## src/rtl/tt_pkg.sv

```systemverilog
// Shared definitions for the truth-table evaluator: table geometry helpers,
// configuration FSM states and the default reset table.
package tt_pkg;

  typedef enum logic [1:0] {
    TT_IDLE   = 2'd0,
    TT_LOAD   = 2'd1,
    TT_COMMIT = 2'd2
  } tt_state_e;

  localparam logic [15:0] TT_INIT_DEFAULT = 16'h10C9;

  function automatic int tt_depth(input int n_in);
    return 32'sd1 << n_in;
  endfunction

  function automatic int tt_seg_count(input int n_in, input int cfg_w);
    return tt_depth(n_in) / cfg_w;
  endfunction

  // Beat counter must hold at least one bit even for single-beat tables.
  function automatic int tt_cnt_w(input int n_in, input int cfg_w);
    return (tt_seg_count(n_in, cfg_w) > 1) ? $clog2(tt_seg_count(n_in, cfg_w)) : 1;
  endfunction

  function automatic int tt_ch_w(input int n_ch);
    return (n_ch > 1) ? $clog2(n_ch) : 1;
  endfunction

endpackage

```

## src/rtl/tt_cfg_loader.sv

```systemverilog
// Configuration stream receiver: gathers table segments into a shadow word and
// presents it for a one-cycle atomic commit into the selected channel.
module tt_cfg_loader
  import tt_pkg::*;
#(
  parameter  int N_IN  = 4,
  parameter  int N_CH  = 2,
  parameter  int CFG_W = 4,
  localparam int TBL_W = tt_depth(N_IN),
  localparam int CH_W  = tt_ch_w(N_CH),
  localparam int SEG_N = tt_seg_count(N_IN, CFG_W),
  localparam int CNT_W = tt_cnt_w(N_IN, CFG_W)
) (
  input  logic             clk,
  input  logic             rst_n,
  input  logic             cfg_valid,
  output logic             cfg_ready,
  input  logic [CH_W-1:0]  cfg_ch,
  input  logic [CFG_W-1:0] cfg_data,
  output logic             busy,
  output logic             commit,
  output logic [CH_W-1:0]  commit_ch,
  output logic [TBL_W-1:0] commit_word
);

  localparam logic [CNT_W-1:0] LAST_SEG = CNT_W'(SEG_N - 1);
  localparam logic [CH_W:0]    N_CH_L   = (CH_W + 1)'(N_CH);

  tt_state_e          state_r;
  tt_state_e          state_s;
  logic [CNT_W-1:0]   cnt_r;
  logic [CNT_W-1:0]   cnt_s;
  logic [CNT_W-1:0]   seg_s;
  logic [TBL_W-1:0]   shadow_r;
  logic [CH_W-1:0]    ch_r;
  logic               ch_ok_r;
  logic               cfg_ready_r;
  logic               busy_r;
  logic               beat_s;

  assign beat_s = cfg_valid & cfg_ready_r;

  // Next-state and beat-counter logic.
  always_comb begin
    state_s = state_r;
    cnt_s   = cnt_r;
    seg_s   = cnt_r;
    case (state_r)
      TT_IDLE: begin
        seg_s = {CNT_W{1'b0}};
        if (beat_s) begin
          cnt_s   = CNT_W'(1);
          state_s = (SEG_N == 1) ? TT_COMMIT : TT_LOAD;
        end else begin
          state_s = TT_IDLE;
        end
      end
      TT_LOAD: begin
        if (beat_s && (cnt_r == LAST_SEG)) begin
          cnt_s   = {CNT_W{1'b0}};
          state_s = TT_COMMIT;
        end else if (beat_s) begin
          cnt_s = cnt_r + CNT_W'(1);
        end else begin
          state_s = TT_LOAD;
        end
      end
      TT_COMMIT: begin
        cnt_s   = {CNT_W{1'b0}};
        state_s = TT_IDLE;
      end
      default: begin
        cnt_s   = {CNT_W{1'b0}};
        state_s = TT_IDLE;
      end
    endcase
  end

  // State, shadow buffer and latched channel; handshake flags follow next state.
  always_ff @(posedge clk or negedge rst_n) begin
    if (!rst_n) begin
      state_r     <= TT_IDLE;
      cnt_r       <= {CNT_W{1'b0}};
      shadow_r    <= {TBL_W{1'b0}};
      ch_r        <= {CH_W{1'b0}};
      ch_ok_r     <= 1'b0;
      cfg_ready_r <= 1'b1;
      busy_r      <= 1'b0;
    end else begin
      state_r     <= state_s;
      cnt_r       <= cnt_s;
      cfg_ready_r <= (state_s != TT_COMMIT);
      busy_r      <= (state_s != TT_IDLE);
      if (beat_s) begin
        shadow_r[seg_s*CFG_W +: CFG_W] <= cfg_data;
      end
      // Out-of-range channels still run the full load but never commit.
      if (beat_s && (state_r == TT_IDLE)) begin
        ch_r    <= cfg_ch;
        ch_ok_r <= ({1'b0, cfg_ch} < N_CH_L);
      end
    end
  end

  assign cfg_ready   = cfg_ready_r;
  assign busy        = busy_r;
  assign commit      = (state_r == TT_COMMIT) & ch_ok_r;
  assign commit_ch   = ch_r;
  assign commit_word = shadow_r;

endmodule

```

## src/rtl/tt_lut_eval.sv

```systemverilog
// Reprogrammable truth-table evaluator: per-channel table store, lookup mux and
// a single back-pressurable output register.
module tt_lut_eval
  import tt_pkg::*;
#(
  parameter  int                        N_IN  = 4,
  parameter  int                        N_CH  = 2,
  parameter  int                        CFG_W = 4,
  parameter  logic [tt_depth(N_IN)-1:0] INIT  = tt_depth(N_IN)'(TT_INIT_DEFAULT),
  localparam int                        TBL_W = tt_depth(N_IN),
  localparam int                        CH_W  = tt_ch_w(N_CH)
) (
  input  logic             clk,
  input  logic             rst_n,
  input  logic             cfg_valid,
  output logic             cfg_ready,
  input  logic [CH_W-1:0]  cfg_ch,
  input  logic [CFG_W-1:0] cfg_data,
  input  logic             in_valid,
  output logic             in_ready,
  input  logic [N_IN-1:0]  in_vec,
  output logic             out_valid,
  input  logic             out_ready,
  output logic [N_CH-1:0]  out_bits,
  output logic             tt_busy
);

  logic [TBL_W-1:0] tbl_r [N_CH];
  logic             commit_s;
  logic [CH_W-1:0]  commit_ch_s;
  logic [TBL_W-1:0] commit_word_s;
  logic [N_CH-1:0]  eval_s;
  logic [N_CH-1:0]  out_bits_r;
  logic             out_valid_r;
  logic             in_ready_s;

  tt_cfg_loader #(
    .N_IN  (N_IN),
    .N_CH  (N_CH),
    .CFG_W (CFG_W)
  ) u_loader (
    .clk         (clk),
    .rst_n       (rst_n),
    .cfg_valid   (cfg_valid),
    .cfg_ready   (cfg_ready),
    .cfg_ch      (cfg_ch),
    .cfg_data    (cfg_data),
    .busy        (tt_busy),
    .commit      (commit_s),
    .commit_ch   (commit_ch_s),
    .commit_word (commit_word_s)
  );

  // Table store; a commit replaces one whole channel in a single edge.
  always_ff @(posedge clk or negedge rst_n) begin
    if (!rst_n) begin
      for (int c = 0; c < N_CH; c++) begin
        tbl_r[c] <= INIT;
      end
    end else begin
      for (int c = 0; c < N_CH; c++) begin
        if (commit_s && (commit_ch_s == CH_W'(c))) begin
          tbl_r[c] <= commit_word_s;
        end
      end
    end
  end

  // Lookup of every channel at the requested index.
  always_comb begin
    eval_s = {N_CH{1'b0}};
    for (int c = 0; c < N_CH; c++) begin
      eval_s[c] = tbl_r[c][in_vec];
    end
  end

  assign in_ready_s = ~out_valid_r | out_ready;

  // Output register: accept overrides consume so a full pipe streams one per cycle.
  always_ff @(posedge clk or negedge rst_n) begin
    if (!rst_n) begin
      out_valid_r <= 1'b0;
      out_bits_r  <= {N_CH{1'b0}};
    end else if (in_valid && in_ready_s) begin
      out_valid_r <= 1'b1;
      out_bits_r  <= eval_s;
    end else if (out_ready) begin
      out_valid_r <= 1'b0;
    end
  end

  assign in_ready  = in_ready_s;
  assign out_valid = out_valid_r;
  assign out_bits  = out_bits_r;

endmodule

```

## config.mk

```make
export PLATFORM = sky130hd
export DESIGN_NAME = tt_lut_eval
export DESIGN_NICKNAME = d
export VERILOG_FILES = /design/src/rtl/tt_pkg.sv /design/src/rtl/tt_cfg_loader.sv /design/src/rtl/tt_lut_eval.sv
export SDC_FILE = /design/constraint.sdc
export NUM_CORES = 1
export LEC_CHECK = 0
export CAP_MARGIN = 25
export CORE_ASPECT_RATIO = 1.5
export CORE_UTILIZATION = 52
export DETAILED_ROUTE_END_ITERATION = 6
export PLACE_DENSITY = 0.77
export SLEW_MARGIN = 10
export SYNTH_ARGS = -nofsm -noshare
export SYNTH_HDL_FRONTEND = slang
export SYNTH_HIERARCHICAL = 1
export SYNTH_SLANG_ARGS = --single-unit
```

## constraint.sdc

```tcl
create_clock -name clk -period 1.85 [get_ports clk]
set_input_delay 0.555 -clock clk [delete_from_list [all_inputs] [get_ports clk]]
set_output_delay 0.555 -clock clk [all_outputs]
set_load 0.02 [all_outputs]
```

# Word-level counts from Yosys, hierarchy flattened

Cells that the tools add are included.

Register bits: 59
Output and inout port bits: 6
Word-level logic and storage cells: 52

Add/sub/neg operators: 2
$lt $le $gt $ge: 1
Eq/ne operators: 6
Shift operators: 2
Mux-type cells: 16
Bitwise logic cells: 5
Reduce and logical (&&, ||, !) cells: 9

Operator list:

| kind                      | number |
|---|---|
| $neg A4 Y34               | 1 |
| $shift A4 B34 Y16 const A | 1 |
| $shiftx A4 B34 Y16        | 1 |
| $bwmux W16                | 1 |
| $mux W2                   | 6 |
| $bmux W1 S4               | 2 |
| $pmux W2 S2               | 2 |
| $logic_and A1 B1 Y1       | 5 |
| $lt A4 B5 Y1 const B      | 1 |
| $mux W1                   | 5 |
| $eq A2 B2 Y1 const B      | 2 |
| $reduce_bool A2 Y1        | 2 |
| $ne A3 B1 Y1 const B      | 1 |
| $add A2 B1 Y2 const B     | 1 |
| $and A1 B1 Y1             | 2 |
| $eq A2 B1 Y1 const B      | 1 |
| $logic_not A2 Y1          | 1 |
| $ne A2 B1 Y1 const B      | 1 |
| $ne A2 B2 Y1 const B      | 1 |
| $not A1 Y1                | 2 |
| $reduce_and A2 Y1         | 1 |
| $or A1 B1 Y1              | 1 |

# Longest topological paths before layout

Depth after elaboration: 5
Mapped depth: 7

# By module

Netlist, hierarchy kept.

By module, submodules not included:

| module        | times used | cells an instance | area an instance (sq um) |
|---|---|---|---|
| tt_lut_eval   | 1          | 115               | 1634.1 |
| tt_cfg_loader | 1          | 99                | 1126.1 |

# Worst setup path before layout

OpenSTA, ideal clock, no wires.

Path type: register to register
Start: register u_loader.state_r[1]
End: register u_loader.shadow_r[10] (netlist: u_loader/commit_word[10])
Arrival: 1.750 ns
Required time: 1.772 ns
Setup slack: 0.022 ns
Stages on the path, launching flop included: 7
Path buffers: 1
Period minus slack after synthesis: 1.828 ns
Cells stage by stage: dfrtp_1 > buf_6 > o21ai_2 > inv_1 > ha_1 > or4_4 > o2bb2ai_1

Word-level cells in the longest chain between the ends: 5
Elaborated cells on any way between the ends: 6

RTL lines:

| what                                                    | RTL line            | source |
|---|---|---|
| start, declared                                         | tt_cfg_loader.sv:29 | `tt_state_e state_r;` |
| start signal, assigned                                  | tt_cfg_loader.sv:90 | `state_r <= state_s;` |
| $logic_not A2 Y1 (*)                                    | tt_cfg_loader.sv:48 | `case (state_r)` |
| $mux W2 (*)                                             | tt_cfg_loader.sv:48 |  |
| $neg A4 Y34 (*)                                         | tt_cfg_loader.sv:95 | `shadow_r[seg_s*CFG_W +: CFG_W] <= cfg_data;` |
| $shiftx A4 B34 Y16 or $shift A4 B34 Y16 (tied branches) | tt_cfg_loader.sv:95 |  |
| $bwmux W16 (*)                                          | tt_cfg_loader.sv:95 |  |
| end signal, assigned                                    | tt_cfg_loader.sv:84 | `shadow_r <= {TBL_W{1'b0}};` |
| end signal, assigned by index                           | tt_cfg_loader.sv:95 |  |
| end, declared                                           | tt_cfg_loader.sv:34 | `logic [TBL_W-1:0] shadow_r;` |

Every way passes the cells marked *; elsewhere a longest branch is shown, timed or not.
A chain may end at the register's enable or synchronous reset.

# Final worst setup path

Start: input out_ready
End: output in_ready

Word-level cells in the longest chain between the ends: 1

RTL lines:

| what            | RTL line          | source |
|---|---|---|
| start, declared | tt_lut_eval.sv:23 | `input logic out_ready,` |
| $or A1 B1 Y1    | tt_lut_eval.sv:77 | `assign in_ready_s = ~out_valid_r \| out_ready;` |
| end, declared   | tt_lut_eval.sv:20 | `output logic in_ready,` |

Every way passes these cells.

==> flow_summary.yaml <==
yosys:
  synth-seq-cells: 59
  synth_nets: 232
  synth_sequential_area_ratio: 0.5399
  yosysWarnings: 6
  synth_most_common_cell: "dfrtp_1"
  synthTopCellsByArea: "dfrtp_1 44%, dfstp_2 10%, mux2_2 9.8%, mux2_1 6.5%, o2bb2ai_1 2.5%"
  synth_common_cells: "48 x dfrtp_1, 24 x mux2_2, 18 x nand2_1"
  ys.flop_type: "dfrtp_1"
  async_reset_ff_frac: 1.000
  netlist_area_sq_um: 2760
  ys_types: 39
  avgSynthCellArea_sq_um: 12.90
  synth_cells: 214
  synth_edf_count: 0
  synth_top_area_share: 0.4352
  synth_top_area_cell: "dfrtp_1"
setup_path:
  critPathRequiredTime_ns: 1.29
  cp.arrival_ns: 1.24
  max_stage_delay_ns: 0.45
  path_class: "in -> out"
  reg2reg_setup_slack_ns: 0.09
  cp-start-kind: "primary input"
  critical_path.cell_chain: "clkdlybuf4s50_1, nand2b_4, buf_6"
  critPathCaptureType: "output pin"
  cp_max_fo: 2
  crit_slowest_cell: "clkdlybuf4s50_1"
timing:
  tightestPinTransition_ns: 0.3739
  clock_skew_ns: 0.006698
  fmax_ghz: 0.5573
  slew_violations: 0
  max_slew_margin: 0.7443
  rsz0062_at_grt: "false"
  period_minus_slack_ns: 1.794
  min_period_over_period: 0.9699
  final_hold_viol_count: 0
  finalSetupViolations: 0
  fin_hold_ws_ns: 0.1420
power:
  ir_worst_vdd_uv: 827.1
  power_switching_uw: 1319
  p_leak_uw: 0.001612
  power.density_nw_per_um2: 1265
  p_comb_frac: 0.286
  power_frac_clock: 0.284
  sw_frac_of_total: 0.3052
  p_seq_frac: 0.431
  p_int_uw: 3002
floorplan:
  die_area_sq_um: 5609
  dieHeight_microns: 91.23
  rows: 32
  die_x_microns: 61.49
  coreArea_sq_um: 5125
  start_util: 0.5386
  io_pins: 20
drt:
  wirelength_microns: 5632
  vias_per_cell: 5.579
  dr.pass1.iters: 4
  route.vias.total: 1841
  drc: 0
  wl_per_cell_microns: 17.07
  final_antenna_net_count: 0
  drt-initial-drc-count: 56
run_status:
  status: "completed"
placement:
  dp_hpwl_microns: 3996
  gp_congestion: 0.8566
  post_dp_cell_area_sq_um: 3158
  numPortBuffers: 19
clock_tree:
  clock-root-buffer: "clkbuf_8"
  cts_made_buffers: 9
  cts_tree: "built"
  cts.sinks: 59
  post-cts-setup-buffers: 0
  clk_pin_slew_ns: 0.06
  clkLatencyLatePin_ns: 0.34
  cts_htree_levels: 3
  cts_buffer_depth: 2
  hold_buffers: 0
layout:
  antennaDiodeCount: 0
  drive_gt1_frac: 0.3473
  fin_area_sq_um: 3415
  fill_cells: 410
  area_growth_pct: 23.71
  nets: 275
global_routing:
  grt_pass1_vias: 1934
  antenna_found_initial: 0
  grt_max_degree: 33
  grtUsageTotal: 0.2382
  grt_pass1_wl_microns: 9315
  grt_overflow: 0
flow_run:
  cap_violations: 0
worst_hold_path:
  hp-class: "in -> async"
layer usage:
layer	up-vias	global-route usage	routed length (microns)
met5	-	0	0
met4	0	0.1093	121
met3	12	0.07407	171
met2	38	0.3808	3045
met1	930	0.2837	2294
li1	861	-	-
registers in the layout (all words and copies together) (netlist names):
| name | flops |
|---|---|
| u_loader/cnt_r | 2 |
| u_loader/cfg_ready | 1 |
| out_valid | 1 |
| out_bits | 2 |
| tbl_r | 32 |
| u_loader/ch_ok_r | 1 |
| u_loader/state_r | 2 |
| u_loader/busy | 1 |
| u_loader/commit_ch | 1 |
| u_loader/commit_word | 16 |
cells by family after synthesis:
group	after synthesis	synth area share
multiplexers	47	0.2022
AND/OR/NAND/NOR	61	0.1229
flip-flops	59	0.5399
buffers and inverters	15	0.03082
AO/OA/AOI/OAI	28	0.08614
adder cells (fa/ha/maj)	4	0.01813
worst paths after layout:
| kind | start | to | cells past startpoint |
|---|---|---|---|
| hold reg to reg | u_loader/ch_ok_r | u_loader/ch_ok_r | 1 |
| hold / removal | rst_n | tbl_r[14] | 1 |
| setup reg to reg | u_loader/state_r[0] | u_loader/commit_word[9] | 5 |
| max in group asynchronous | rst_n | tbl_r[19] | 2 |
| setup / recovery | out_ready | in_ready | 3 |
| min in group clk | u_loader/ch_ok_r | u_loader/ch_ok_r | 1 |
layout by cell type, fill, tap and decap left out, types with 2 or more instances in the layout:
cell / Yosys / final
a2111oi_1: 0 / 2
a211oi_1: 5 / 2
a211oi_2: 0 / 3
and2b_4: 4 / 4
and3_1: 8 / 8
buf_12: 0 / 2
buf_4: 0 / 19
buf_6: 3 / 2
clkbuf_8: 0 / 12
clkdlybuf4s50_1: 0 / 10
clkinv_2: 0 / 2
dfrtp_1: 48 / 47
dfstp_2: 11 / 11
dlygate4sd2_1: 0 / 4
dlymetal6s2s_1: 0 / 2
ha_1: 4 / 3
inv_1: 5 / 5
mux2_1: 16 / 16
mux2_2: 24 / 24
mux2i_1: 4 / 4
mux4_1: 2 / 2
nand2_1: 18 / 18
nand2b_1: 7 / 6
nor2_1: 7 / 7
nor2b_1: 6 / 6
nor3_1: 2 / 2
nor4_1: 3 / 3
o2111ai_1: 3 / 3
o21ai_2: 2 / 2
o2bb2ai_1: 8 / 8
through the flow:
step	total power, uW	utilization	instances	worst slack [ns]	TNS [ns]
floorplan	2587	-	214	0.02170	0
global placement	3000	0.6162	314	-0.4672	-1.531
detailed placement	3050	0.6162	314	-0.5212	-1.764
CTS	4337	0.6602	330	0.01818	0
global route	4556	0.6663	330	0.003576	0
finish	4321	0.6663	330	0.05577	0
layout make-up:
cell class                 instances  area [sq um]  share of cell area
multi-input combinational        140          1222              0.3580
tap                               68         85.08             0.02492
inverter                           6         22.52            0.006596
sequential                        59          1491              0.4368
clock buffer                      12         165.2             0.04837
timing repair buffer              41         380.4              0.1114
clock inverter                     4         47.55             0.01392
power by group through the flow:
stage,Clock [uW],Combinational (uW),Sequential [uW]
final,1230,1230,1860
after global routing,1310,1350,1900
after CTS,1250,1230,1860
after detailed placement,0,1180,1870
after global placement,0,1140,1860
after floorplan,0,761,1830
worst max-delay path: cells and delay by family:
family / cells / cell delay (ns)
and+or+nand+nor: 1 / 0.12
buffers and inverters: 2 / 0.56
repair_timing:
item	CTS	global route
pin swaps	0	0
resized for setup	14	9
endpoints found under the setup margin	10	5
hold endpoints to repair	0	0
Power figures use the tool's default switching activity.
